===== src/rtl/collect8_if.sv =====
// Stream-in / parallel-word-out bundle for the 8-tap collector.
// The master drives samples and downstream ready; the slave is the collector.
interface collect8_if #(
  parameter int WIDTH = 18
);
  logic signed [WIDTH-1:0] din;
  logic                    inValid;
  logic                    sync;
  logic                    inReady;
  logic signed [WIDTH-1:0] A, B, C, D, E, F, G, H;
  logic                    outValid;
  logic                    outReady;
  logic                    overflow;
  logic                    clrOvf;
  logic                    frameErr;

  modport master (
    output din, inValid, sync, outReady, clrOvf,
    input  inReady, A, B, C, D, E, F, G, H, outValid, overflow, frameErr
  );

  modport slave (
    input  din, inValid, sync, outReady, clrOvf,
    output inReady, A, B, C, D, E, F, G, H, outValid, overflow, frameErr
  );
endinterface


===== src/rtl/collect8.sv =====
// Serial-to-parallel tap collector: groups 8 accepted samples into slots A..H
// and holds them as one word until downstream takes it, with optional saturating gain.
module collect8 #(
  parameter int WIDTH = 18,
  parameter int SHIFT = 0
) (
  input logic        clk,
  input logic        reset,
  collect8_if.slave  bus
);
  localparam int EW = WIDTH + SHIFT;
  localparam logic [WIDTH-1:0] POS_LIM = {1'b0, {(WIDTH-1){1'b1}}};
  localparam logic [WIDTH-1:0] NEG_LIM = {1'b1, {(WIDTH-2){1'b0}}, 1'b1};

  typedef enum logic {FILL, FULL} state_t;

  state_t                  r_state, w_stateNext;
  logic [2:0]              r_count, w_countNext;
  logic signed [WIDTH-1:0] r_slot [8];
  logic                    r_overflow;
  logic                    r_frameErr, w_frameErrNext;
  logic                    w_accept, w_restart;
  logic signed [EW-1:0]    w_ext, w_shifted;
  logic [SHIFT:0]          w_upper;
  logic                    w_satHi, w_satLo, w_sat;
  logic [WIDTH-1:0]        w_sample;

  // Bits above the result's sign bit must all equal it, otherwise the shift overflowed.
  assign w_ext     = EW'($signed(bus.din));
  assign w_shifted = w_ext <<< SHIFT;
  assign w_upper   = w_shifted[EW-1:WIDTH-1];
  assign w_satHi   = ~w_upper[SHIFT] & (|w_upper);
  assign w_satLo   = w_upper[SHIFT] & ~(&w_upper);
  assign w_sat     = w_satHi | w_satLo;
  assign w_sample  = w_satHi ? POS_LIM :
                     w_satLo ? NEG_LIM : w_shifted[WIDTH-1:0];

  assign bus.inReady = ~reset & ((r_state == FILL) | bus.outReady);
  assign w_accept    = bus.inValid & bus.inReady;

  always_comb begin
    w_stateNext    = r_state;
    w_countNext    = r_count;
    w_frameErrNext = 1'b0;
    w_restart      = 1'b0;
    if (w_accept) begin
      if (bus.sync || (r_state == FULL)) begin
        w_restart      = 1'b1;
        w_countNext    = 3'd1;
        w_frameErrNext = bus.sync && (r_state == FILL) && (r_count != 3'd0);
      end else begin
        w_countNext = r_count + 3'd1;
      end
    end
    case (r_state)
      FILL: if (w_accept && !bus.sync && (r_count == 3'd7)) w_stateNext = FULL;
      FULL: if (bus.outReady) w_stateNext = FILL;
      default: w_stateNext = FILL;
    endcase
  end

  always_ff @(posedge clk) begin
    if (reset) begin
      r_state    <= FILL;
      r_count    <= 3'd0;
      r_frameErr <= 1'b0;
    end else begin
      r_state    <= w_stateNext;
      r_count    <= w_countNext;
      r_frameErr <= w_frameErrNext;
    end
  end

  // A restart (sync, or a sample arriving as the full word leaves) always lands in slot A.
  always_ff @(posedge clk) begin
    if (reset) begin
      for (int i = 0; i < 8; i++) r_slot[i] <= '0;
    end else if (w_accept) begin
      if (w_restart) r_slot[0] <= w_sample;
      else           r_slot[r_count] <= w_sample;
    end
  end

  always_ff @(posedge clk) begin
    if (reset)                   r_overflow <= 1'b0;
    else if (w_accept && w_sat)  r_overflow <= 1'b1;
    else if (bus.clrOvf)         r_overflow <= 1'b0;
  end

  assign bus.A        = r_slot[0];
  assign bus.B        = r_slot[1];
  assign bus.C        = r_slot[2];
  assign bus.D        = r_slot[3];
  assign bus.E        = r_slot[4];
  assign bus.F        = r_slot[5];
  assign bus.G        = r_slot[6];
  assign bus.H        = r_slot[7];
  assign bus.outValid = (r_state == FULL);
  assign bus.overflow = r_overflow;
  assign bus.frameErr = r_frameErr;
endmodule


===== src/flat_wrapper.sv =====
// flat-port wrapper written by rule: the top's interface ports become plain ports
module collect8_flat 
#(
  parameter int WIDTH = 18,
  parameter int SHIFT = 0
)
  (clk, reset, bus_din, bus_inValid, bus_sync, bus_outReady, bus_clrOvf, bus_inReady, bus_A, bus_B, bus_C, bus_D, bus_E, bus_F, bus_G, bus_H, bus_outValid, bus_overflow, bus_frameErr);
  collect8_if #(.WIDTH(WIDTH)) bus_i ();
  input logic clk;
  input logic reset;
  input wire logic [$bits(bus_i.din)-1:0] bus_din;
  input wire logic [$bits(bus_i.inValid)-1:0] bus_inValid;
  input wire logic [$bits(bus_i.sync)-1:0] bus_sync;
  input wire logic [$bits(bus_i.outReady)-1:0] bus_outReady;
  input wire logic [$bits(bus_i.clrOvf)-1:0] bus_clrOvf;
  output wire logic [$bits(bus_i.inReady)-1:0] bus_inReady;
  output wire logic [$bits(bus_i.A)-1:0] bus_A;
  output wire logic [$bits(bus_i.B)-1:0] bus_B;
  output wire logic [$bits(bus_i.C)-1:0] bus_C;
  output wire logic [$bits(bus_i.D)-1:0] bus_D;
  output wire logic [$bits(bus_i.E)-1:0] bus_E;
  output wire logic [$bits(bus_i.F)-1:0] bus_F;
  output wire logic [$bits(bus_i.G)-1:0] bus_G;
  output wire logic [$bits(bus_i.H)-1:0] bus_H;
  output wire logic [$bits(bus_i.outValid)-1:0] bus_outValid;
  output wire logic [$bits(bus_i.overflow)-1:0] bus_overflow;
  output wire logic [$bits(bus_i.frameErr)-1:0] bus_frameErr;
  assign bus_i.din = bus_din;
  assign bus_i.inValid = bus_inValid;
  assign bus_i.sync = bus_sync;
  assign bus_i.outReady = bus_outReady;
  assign bus_i.clrOvf = bus_clrOvf;
  assign bus_inReady = bus_i.inReady;
  assign bus_A = bus_i.A;
  assign bus_B = bus_i.B;
  assign bus_C = bus_i.C;
  assign bus_D = bus_i.D;
  assign bus_E = bus_i.E;
  assign bus_F = bus_i.F;
  assign bus_G = bus_i.G;
  assign bus_H = bus_i.H;
  assign bus_outValid = bus_i.outValid;
  assign bus_overflow = bus_i.overflow;
  assign bus_frameErr = bus_i.frameErr;
  collect8 #(.WIDTH(WIDTH), .SHIFT(SHIFT)) u_core (.clk(clk), .reset(reset), .bus(bus_i));
endmodule

===== config.mk =====
export PLATFORM = sky130hd
export DESIGN_NAME = collect8_flat
export DESIGN_NICKNAME = d
export VERILOG_FILES = /design/src/rtl/collect8_if.sv /design/src/rtl/collect8.sv /design/src/flat_wrapper.sv
export SDC_FILE = /design/constraint.sdc
export NUM_CORES = 1
export LEC_CHECK = 0
export CORE_MARGIN = 5
export CORE_UTILIZATION = 47
export CTS_CLUSTER_DIAMETER = 50
export DETAILED_ROUTE_END_ITERATION = 6
export HOLD_SLACK_MARGIN = 0.05
export PLACE_DENSITY = 0.8
export SYNTH_ARGS = -nofsm -noshare
export SYNTH_HDL_FRONTEND = slang
export SYNTH_SLANG_ARGS = --single-unit
export TNS_END_PERCENT = 20

===== constraint.sdc =====
create_clock -name clk -period 2.6 [get_ports clk]
set_input_delay 0.52 -clock clk [delete_from_list [all_inputs] [get_ports clk]]
set_output_delay 0.52 -clock clk [all_outputs]
set_load 0.005 [all_outputs]

==> results, run 1 <==
- The synthesized-area fraction occupied by adder cells is 0.649%.
- The cell area that synthesis handed to floorplanning was 5780 sq um.
- The number of antenna violations at the first check in global routing is 0.
- The synthesized net count is 374.
- The Yosys step of the flow raised 0 warnings.
- The count of final max-slew check failures is 0.
- The count of buffers added by post-CTS timing repair for setup is 0.
- Global routing used 19.3% of the available tracks across all layers.
- The insertion delay of the later-clocked pin in the worst-skew pair is 0.41 ns.
- The leftover overflow at the end of global routing is 0.
- Port buffering added 169 buffers.
- The post-route DRC violation count is 0.
- The leading register cell type out of synthesis is sky130_fd_sc_hd__edfxtp_1.
- The initial utilization of the core area, before any placement, comes to 48.1%.
- Summing the areas of all compound-gate instances in the mapped netlist gives 0.520% of the synthesized area.
- The kind of capture point of the worst setup path is a primary output.
- The global-route wire length before repair is 20.9 mm.
- The H-tree was split into 4 levels.
- The worst setup margin is 0.319 ns.
- Headroom to the max-slew limit came out at 64.3%.
- The setup clock skew after layout is 0.00635 ns.
- After clock tree synthesis, the clock-pin slew on the worst setup and hold paths is 0.06 ns.
- The largest fanout on the critical path is 14.
- The standard-cell row count is 40.
- The mean cell area of the mapped netlist is 16.7 sq um.
- From bottom edge to top edge, the die measures 121 um.
- The type of the tightest min-delay check is reg2reg.
- The data arrival time of the critical path is 1.76 ns.
- Derived from the worst setup path, the maximum achievable clock frequency is 438 MHz.
- The part of the Yosys area used for sequential elements is 76.6%.
- By count the netlist is led by sky130_fd_sc_hd__edfxtp_1, sky130_fd_sc_hd__and2_1, sky130_fd_sc_hd__and3_1.
- In the synthesized netlist, the number of instances is 347.
- Setup violations remaining at the end of the flow were counted as 0.
- For this design the static power due to leakage is 3.19 nW.
- The biggest area contributor in the post-synthesis netlist is sky130_fd_sc_hd__edfxtp_1.
- Setup repair after global routing left no endpoint under its margin.
- The number of hold violations in the final report is 0.
- For this block, the via count after detailed routing is 3495.
- The maximum resistive drop on vdd is 0.485 mV.
- For this run, the post-layout net count is 568.
- The final hold slack is 0.621 ns.
- The transition time at the pin with the least slew margin is 0.534 ns.
- The number of global-route vias before repair is 3647.
- The type of element launching the critical path is an input pin.
- Dividing the final minimum period by the clock period gives 87.7%.
- The data required time at the worst endpoint is 2.08 ns.
- The routed via count divided by cell count is 4.99.
- The minimum clock period is 2.28 ns.
- The proportion of netlist area held by the largest area contributor is 74.8%.
- For this block, the routed nets add up to 13.6 mm of wire.
- The placeable core region is 12000 sq um.
- After routing, the total negative slack on setup checks comes to 0 ns.
- After the first detailed-routing iteration, the DRC count stood at 266.
- The longest clock path from root to sink contains 2 buffers.
- The antenna diode count is 0.
- The power density of the placed cells is 654 nW/um^2.
- The distinct cell type count after synthesis is 27.
- The wire-length estimate of the detail-placed layout is 9.80 mm.
- The synthesized netlist devotes 20.3% of its cell area to simple gates.
- The synthesized design contains 144 enable-type register cells.
- After synthesis, the cell types taking the most area are sky130_fd_sc_hd__edfxtp_1, sky130_fd_sc_hd__and2_1, sky130_fd_sc_hd__and3_1.
- The TritonCTS clock tree is built.
- Of the total synthesized cell area, the portion taken by XOR and XNOR cells is 0%.
- The first-pass iteration count of the detailed router is 4.
- The run finished with clean final reports.
- From left edge to right edge, the die measures 121 um.
- Hold repair after CTS inserted 0 buffers.
- The routability congestion estimate from global placement is 0.771.
- The largest net degree at the start of global routing is 23.
- In this run the count of I/O pins placed on the die edge is 172.
- The largest family of logic cells by synthesized area is simple AND/OR/NAND/NOR gates.
- By instance count, the leading cell after synthesis is sky130_fd_sc_hd__edfxtp_1.
- Cells fill 69.6% of the core in the end.
- The area of the die is 14600 sq um.
- The async set-reset flop share out of synthesis is 0%.
- The share of synthesized area spent on multiplexers is 0.346%.
- Prior to clock tree synthesis, the placed netlist has a worst setup slack of 0.0245 ns.
- Once detail routing completed, the nets flagged for antenna violations numbered 0.
- The area growth from synthesis to final layout is 44.6%.
- Cells with a size suffix above 1 make up 11.4% of the layout.
- The reported max-cap violation count is 0.
- Dividing the detail-routed wire length by the instance count gives 19.5 um.
- The critical path in this run is classified as in2out.
- After clock tree synthesis, the repair step resized 0 gates.
- The tree built by TritonCTS fans out to 149 sinks.
- The synthesized design contains 149 register bits.
- Buffers inserted during clock tree synthesis total 17.
- The root buffer cell chosen for the clock tree is sky130_fd_sc_hd__clkbuf_16.
cell usage in the layout, fill, tap and decap left out, types with 3 or more instances in the layout:
master,count
sky130_fd_sc_hd__buf_4,13
sky130_fd_sc_hd__clkinv_1,4
sky130_fd_sc_hd__ha_1,3
sky130_fd_sc_hd__nor4_4,3
sky130_fd_sc_hd__edfxtp_1,144
sky130_fd_sc_hd__dfxtp_1,5
sky130_fd_sc_hd__nand2_1,3
sky130_fd_sc_hd__buf_12,7
sky130_fd_sc_hd__and3_1,18
sky130_fd_sc_hd__clkbuf_16,17
sky130_fd_sc_hd__clkinv_2,7
sky130_fd_sc_hd__and2_1,126
sky130_fd_sc_hd__or2_2,7
sky130_fd_sc_hd__nand2b_1,3
sky130_fd_sc_hd__clkdlybuf4s50_1,169
sky130_fd_sc_hd__nor2_1,4
final cells by class:
type / instances / area [sq um]
inverters: 2 / 7.51
multi-input cells: 182 / 1270
clock inverters: 14 / 118
clock buffers: 18 / 429
flip-flops and latches: 149 / 4420
repair buffers: 189 / 1930
fillers: 835 / 3650
well taps: 147 / 184
where the power goes:
part           total (mW)  internal (mW)  switching (mW)
Sequential           2.77           2.73          0.0402
Clock                2.26           1.38           0.879
Combinational       0.430          0.242           0.189
Total                5.46           4.35            1.11
routing by layer:
layer / wire, um / track usage, %
met5: 0 / 0
met4: 197 / 6.94
met3: 907 / 6.71
met2: 7100 / 32.5
met1: 5440 / 23.1
kinds of logic (layout without fill, tap and decap cells):
| group | count (synthesis) | after routing |
|---|---|---|
| AO/OA/AOI/OAI | 4 | 4 |
| adder cells (fa/ha/maj) | 3 | 3 |
| buffers and inverters | 16 | 223 |
| flip-flops | 149 | 149 |
| multiplexers | 2 | 2 |
| other | 1 | 1 |
| AND/OR/NAND/NOR | 172 | 172 |
final timing paths:
path | slack [ns] | end | startpoint | cells after the start
max | 0.32 | bus_inReady | reset | 4
min | 0.62 | u_core.bus.frameErr | u_core.bus.outValid | 1
max reg2reg | 0.63 | u_core.r_slot[4][15] | u_core.bus.outValid | 4
min reg2reg | 0.62 | u_core.bus.frameErr | u_core.bus.outValid | 1
through the flow:
step / instances / power [mW] / area [sq um]
detailed placement: 669 / 3.26 / 7810
floorplan: 347 / 2.92 / 5780
CTS: 701 / 5.51 / 8360
global route: 701 / 5.66 / 8360
finish: 701 / 5.46 / 8360
global placement: 669 / 3.24 / 7810
worst max-delay path, cell delays in order:
cell                              delay [ns]
sky130_fd_sc_hd__clkdlybuf4s50_1        0.42
sky130_fd_sc_hd__buf_4                  0.19
sky130_fd_sc_hd__nor2_1                 0.12
sky130_fd_sc_hd__clkdlybuf4s50_1        0.52
flip-flops by register name, summed over array words and instances (netlist names):
register	flops
u_core.r_slot	144
u_core.r_count	3
u_core.bus.frameErr	1
u_core.bus.outValid	1
Note: power is estimated with default switching activity, not from simulation.
==> run 2: changes to the inputs <==
Settings changed: MAX_ROUTING_LAYER set to met4, SETUP_SLACK_MARGIN set to 0.5.
==> run 2 against run 1 <==
- combinational power grew 4%
- count of clock-buffer cells in the layout increased by 1
- sequential share of layout area shrank 0.92 points
- non-clock buffer count is 9 higher
- routed wire length up 3.4%
- global-route usage rose by 1.0 points
- largest cell class unchanged
==> results, run 2 (synthesized netlist as in run 1, its figures left out) <==
- The kind of critical path is reg2reg.
- The worst setup path is captured at a register.
- Row generation in the floorplan step produced 40 rows.
- The number of antenna violations at the first check in global routing is 0.
- Together, buffers and inverters on the worst path number 2.
- The data arrival time of the critical path is 2.20 ns.
- The number of I/O port buffers is 169.
- The number of antenna diodes in the final layout is 0.
- At the end of routability-driven placement, the weighted congestion stood at 0.784.
- The internal portion of the total power is 4.47 mW.
- The data required time at the worst endpoint is 2.74 ns.
- Clock-pin slew was measured on the worst setup and hold paths at 0.06 ns.
- The worst-path cell with the longest stage delay is sky130_fd_sc_hd__or4b_4.
- The number of DRC markers after the initial detailed-route iteration is 232.
- The number of hold violations in the final report came to 0.
- For the worst-skew pair, the clock arrives at the later sink with an insertion delay of 0.42 ns.
- For this run, design rule violations remaining after detail routing come to 0.
- The largest fanout on the critical path is 5.
- The final layout net count is 577.
- The floorplan step set the die width to 121 um.
- The overall fraction of global-route tracks in use is 20.4%.
- The top cell types in the final layout, fill and taps aside, are sky130_fd_sc_hd__clkdlybuf4s50_1, sky130_fd_sc_hd__edfxtp_1, sky130_fd_sc_hd__and2_1.
- For this block, the via count after detailed routing is 3525.
- Summed over all nets, the switching power comes to 1.12 mW.
- The sum of negative setup slack is 0 ns.
- Pin placement for this block handled 172 I/O pins.
- The initial utilization of the core area, before any placement, comes to 48.1%.
- Of the cells placed in the final design, the portion with a size suffix greater than 1 is 13.1%.
- The timing-limited maximum frequency is 485 MHz.
- The type of the tightest min-delay check is in2reg.
- The clock drives 149 sinks.
- In this run the number of H-tree levels came out at 4.
- Counting flops per register, the top entry is u_core.r_slot.
- Entering global routing, the biggest net connects 23 pins.
- On the worst path, the slowest cell contributes a delay of 0.60 ns.
- The die extent in y is 121 um.
- The longest clock path from root to sink contains 2 buffers.
- The share of total power in the clock network is 42.4%.
- The largest registers in the layout are u_core.r_slot x144, u_core.r_count x3.
- The setup clock skew after layout is 0.00876 ns.
- The area of the die is 14600 sq um.
- The area growth from synthesis to final layout is 47.2%.
- In this run, the combinational gates consume 8.0% of the power.
- The root cell of the clock tree is sky130_fd_sc_hd__clkbuf_16.
- The number of buffers created by CTS is 17.
- TritonCTS built the clock tree.
- The count of nets left with antenna violations once routing finished came out at 0.
- The relative contribution of sequential cells to total power is 49.6%.
- Setup repair after global routing left no endpoint under its margin.
- Max-cap violations in this run came to 0.
- Setup violations remaining at the end of the flow were counted as 0.
- The critical path goes through or4b_4, buf_12, nor4b_4, or2_4, clkbuf_16.
- Grouping stages by cell kind, the critical path spends the most delay in simple AND/OR/NAND/NOR gates.
- The flow ran to the end, and the final reports show no timing, DRC or antenna violations.
- The maximum resistive drop on vdd is 0.409 mV.
- The count of final max-slew check failures is 0.
- The type of element launching the critical path is a register.
- Headroom to the max-slew limit came out at 49.7%.
- Leaving out fill and tap cells, the most frequent cell in the layout is sky130_fd_sc_hd__clkdlybuf4s50_1.
- The power density of the placed cells is 657 nW/um^2.
- The final critical path takes up 79.3% of the cycle.
- The overall power of the completed layout is 5.59 mW.
- The region available for standard cell placement spans 12000 sq um.
- The smallest clock period supported by the final layout is computed as 2.06 ns.
- The half-perimeter wire length after placement is 9.99 mm.
- The first global-routing pass estimated 21.4 mm of wire.
- The flip-flop count of the largest register after layout is 144.
- The analysis attributes to cell leakage a power of 3.29 nW.
- After detailed routing, the average wire length per cell comes to 19.9 um.
- The count of fill cells added during filler insertion is 804.
- The number of global-route vias before repair is 3753.
- The post-detailed-routing wire length is 14.1 mm.
- The switching portion of total power is 20.1%.
- The leftover overflow at the end of global routing is 0.
- The routed via count divided by cell count is 4.96.
- The first detailed-routing pass ran for 4 iterations.
- For the pin with the worst max-slew slack, the measured transition is 0.754 ns.
==> run 2: per-layer routing <==
metal | GRT usage, % | up-vias | wire [um]
li1 | - | 1647 | -
met1 | 23.6 | 1701 | 5630
met3 | 5.55 | 22 | 990
met2 | 34.0 | 155 | 7240
met5 | - | - | 0
met4 | 7.65 | 0 | 246
==> run 2: layout make-up <==
class / instances / area (sq um) / share of cell area (%)
clock buffers: 19 / 433 / 5.09
clock inverters: 13 / 139 / 1.63
inverters: 2 / 7.51 / 0.0882
multi-input cells: 182 / 1280 / 15.0
flip-flops and latches: 149 / 4430 / 52.0
well taps: 147 / 184 / 2.16
repair buffers: 198 / 2040 / 24.0
==> run 2: final timing paths <==
check / from / endpoint / slack [ns] / cells after the start
worst max register to register: u_core.bus.outValid / u_core.r_slot[4][6] / 0.54 / 5
worst min-delay path: bus_sync / u_core.bus.frameErr / 0.45 / 2
worst max-delay path: u_core.bus.outValid / u_core.r_slot[4][6] / 0.54 / 5
worst min register to register: u_core.bus.outValid / u_core.bus.frameErr / 0.60 / 1
==> run 2: power by group through the flow <==
stage	registers (mW)	clock network, mW	logic [mW]
final	2.77	2.37	0.447
after CTS	2.77	2.40	0.445
after global placement	2.82	0	0.423
after global routing	2.78	2.51	0.478
after detailed placement	2.82	0	0.435
after floorplan	2.83	0	0.0922
==> run 2: metrics by stage <==
stage | cell area, sq um | util (%) | hold WS (ns) | std cells | setup slack (ns)
floorplan | 5790 | - | 0.581 | 347 | 0.436
global placement | 7810 | 65.0 | 0.609 | 669 | 0.0582
detailed placement | 7810 | 65.0 | 0.602 | 669 | 0.0243
CTS | 8430 | 70.2 | 0.622 | 705 | 0.474
global route | 8510 | 70.8 | 0.476 | 710 | 0.496
finish | 8510 | 70.8 | 0.446 | 710 | 0.538
==> run 2: timing repair <==
item,in CTS,in global routing
endpoints found under the setup margin,55,88
hold buffers,0,0
buffers inserted,4,4
pin swaps,1,5
gates resized for setup,2,6
gates cloned,0,1
==> run 3: changes to the inputs <==
Clock period 2.6 ns to 2.1 ns, I/O delays scaled along.
==> run 3 against run 2 <==
- core utilization grew 2.9 points
- clock skew shrank 0.00082 ns
- clock power grew 57%
- via count grew 5.8%
- die area is the same
- first-iteration DRC count grew 62%
- sequential share of layout area shrank 2.0 points
- setup slack lost 0.39 ns
- global-route usage grew 2.0 points
- non-clock buffer count grew 7
- critical path type unchanged
- largest cell class unchanged
- largest power group is now the clock network
- highest routed layer unchanged
==> results, run 3 (synthesized netlist as in run 1, its figures left out) <==
- Power spread over the standard cell area amounts to 873 nW/um^2.
- Across all layers, the routed design uses 3728 vias.
- Detailed placement finished with a half-perimeter wire length of 10.1 mm.
- The number of buffers created by CTS is 17.
- The post-route DRC violation count is 0.
- 0 antenna diodes ended up in the layout.
- Following the worst setup path forward leads to its endpoint at u_core.r_slot[5][14].
- The flow ran to the end, and the final reports show no timing, DRC or antenna violations.
- The analysis attributes to cell leakage a power of 3.42 nW.
- In the final layout, the registers with the most flip-flops are u_core.r_slot x144, u_core.r_count x3.
- The final layout net count is 590.
- The overall power of the completed layout is 7.73 mW.
- The routability congestion estimate from global placement is 0.859.
- The critical path starts at u_core.bus.outValid.
- Setup slack on the critical path of the routed design comes to 0.144 ns.
- In this run, flip-flops and latches consume 44.4% of the power.
- The number of antenna violations at the first check in global routing is 0.
- In this run the critical register-to-register path is launched from u_core.bus.outValid.
- The insertion delay of the later-clocked pin in the worst-skew pair is 0.42 ns.
- The quantity of hold-fixing buffers added after cts is 0.
- Row generation in the floorplan step produced 40 rows.
- The starting density of the core is 48.1%.
- The pre-antenna-repair detailed-routing pass consisted of 4 iterations.
- The first routing iteration left 375 violations.
- Across the VDD grid, the largest voltage drop is 0.447 mV.
- The number of global-route vias before repair is 3833.
- The die is 121 um wide.
- The minimum clock period is 1.96 ns.
- The number of hold violations in the final report came to 0.
- Clock-pin slew was measured on the worst setup and hold paths at 0.06 ns.
- Data on the critical path arrives at its endpoint at 2.09 ns.
- Once layout is complete, the utilization of the core stands at 73.7%.
- The register with the most flip-flops in the layout has 144 of them.
- The detailed-route wire length per cell is 21.4 um.
- In the layout the commonest cells are sky130_fd_sc_hd__clkdlybuf4s50_1, sky130_fd_sc_hd__edfxtp_1, sky130_fd_sc_hd__and2_1.
- The die extent in y is 121 um.
- The maximum single-stage delay on the critical path is 0.60 ns.
- The final hold slack is 0.463 ns.
- The count of fill cells added during filler insertion is 769.
- The H-tree was split into 4 levels.
- For this design, the slowest cell found on the critical path is sky130_fd_sc_hd__or4b_4.
- Across all register-to-register paths, the minimum setup slack is 0.14 ns.
- Setup repair after global routing could not meet its margin everywhere.
- Counting every sink on the clock net gives 149.
- OpenSTA, run right after detailed placement, puts the worst setup slack at -0.400 ns.
- The clock passes through at most 2 buffers.
- The type of the tightest min-delay check is in2reg.
- STA classifies the critical path endpoint as a register.
- The share of total power in the clock network is 48.0%.
- The cell-internal power is 6.24 mW.
- Leaving out fill and tap cells, the most frequent cell in the layout is sky130_fd_sc_hd__clkdlybuf4s50_1.
- The post-detailed-routing wire length is 15.4 mm.
- The data required time at the worst endpoint is 2.23 ns.
- The first global-routing pass estimated 22.9 mm of wire.
- The area of the die is 14600 sq um.
- The I/O pin count is 172.
- The count of nets left with antenna violations after detail routing is 0.
- The number of cells on the worst reg-to-reg path is 5.
- The reported net switching power is 1.49 mW.
- The end of the worst register-to-register path is u_core.r_slot[5][14].
- The count of final max-slew check failures was 0.
- The transition time at the pin with the least slew margin is 0.671 ns.
- Headroom to the max-slew limit came out at 55.3%.
- The largest net degree at the start of global routing is 23.
- The leftover overflow at the end of global routing is 0.
- Combinational cells account for 7.6% of the total power.
- The critical path in this run is classified as reg2reg.
- Between clock sinks in the finished design, the worst skew comes to 0.00794 ns.
- In the final layout, the share of cells above drive strength 1 is 17.2%.
- The reported max-cap violation count is 0.
- The timing-limited maximum frequency is 511 MHz.
- The type of element launching the critical path is a register.
- The area growth from synthesis to final layout is 53.2%.
- The routed via count divided by cell count is 5.16.
- The TritonCTS clock tree is built.
- The switching portion of total power is 19.3%.
- The placeable core region is 12000 sq um.
- Setup violations remaining at the end of the flow were counted as 0.
- The share of the clock period used by the worst path is 93.1%.
- The overall fraction of global-route tracks in use is 22.3%.
- More flip-flops sit in one register than any other, and that register is u_core.r_slot.
- The count of buffers added on input and output ports is 169.
- Traced cell by cell, the critical path runs through or4b_4, buf_12, nor4b_4, buf_4, or2_4.
- Of all nets on the critical path, the largest fanout is 5.
- The cell sitting at the root of the clock tree is a sky130_fd_sc_hd__clkbuf_16.
-- run 3: cell types whose count changed in the layout (fill, tap and decap cells not counted), moves of 3 or more --
| cell | change |
|---|---|
| sky130_fd_sc_hd__bufinv_16 | +5 |
| sky130_fd_sc_hd__and2_1 | -5 |
| sky130_fd_sc_hd__or2_4 | +8 |
| sky130_fd_sc_hd__clkinv_2 | -4 |
| sky130_fd_sc_hd__buf_6 | +7 |
| sky130_fd_sc_hd__and2_4 | +5 |
| sky130_fd_sc_hd__dlygate4sd2_1 | +3 |
| sky130_fd_sc_hd__dlymetal6s2s_1 | -3 |
| sky130_fd_sc_hd__clkinv_1 | -3 |
-- run 3: cell type report --
type                            count  area, sq um  share of cell area (%)
Timing Repair Buffer              205         2140                    24.2
Multi-Input combinational cell    188         1370                    15.4
Clock inverter                     13          274                    3.09
Clock buffer                       19          453                    5.12
Sequential cell                   149         4430                    50.0
Inverter                            2         7.51                  0.0848
Tap cell                          147          184                    2.08
-- run 3: timing repair --
| action | 4_1_cts | 5_1_grt |
|---|---|---|
| endpoints found under the setup margin | 417 | 437 |
| setup buffers | 3 | 5 |
| resized for setup | 17 | 17 |
| cloned | 7 | 3 |
| pin swaps | 9 | 10 |
-- run 3: per-stage QoR --
stage | instance area (sq um) | setup TNS (ns) | instances
global placement | 7850 | -51.41 | 673
finish | 8850 | 0 | 723
CTS | 8730 | 0 | 715
floorplan | 5820 | 0 | 347
global route | 8850 | 0 | 723
detailed placement | 7850 | -62.57 | 673
-- run 3: worst min path at each step --
stage	startpoint	end	cells past startpoint
floorplan	bus_inValid	u_core.bus.outValid	2
global placement	u_core.r_count[1]	u_core.r_count[1]	2
detailed placement	u_core.r_count[1]	u_core.r_count[1]	2
CTS	bus_sync	u_core.bus.frameErr	2
global route	bus_sync	u_core.bus.frameErr	2
finish	bus_sync	u_core.bus.frameErr	2
-- run 3: metal layers --
layer | global-route usage (%) | share of wire [%]
met5 | - | 0
met3 | 6.48 | 8.0
met4 | 7.58 | 1.6
met1 | 26.3 | 39
met2 | 37.0 | 52
-- run 3: worst max-delay path, delay by kind of cell (launching register included) --
kind	cells	cell delay, ns
buf+inv	2	0.35
simple gates	3	0.98
flops	1	0.32
-- run 3: power groups by stage --
stage / logic, mW / clock network [mW] / registers [mW]
5_1_grt: 0.619 / 3.89 / 3.44
6_report: 0.585 / 3.71 / 3.43
4_1_cts: 0.582 / 3.73 / 3.43
3_5_place_dp: 0.550 / 0 / 3.49
3_3_place_gp: 0.536 / 0 / 3.49
2_1_floorplan: 0.120 / 0 / 3.50
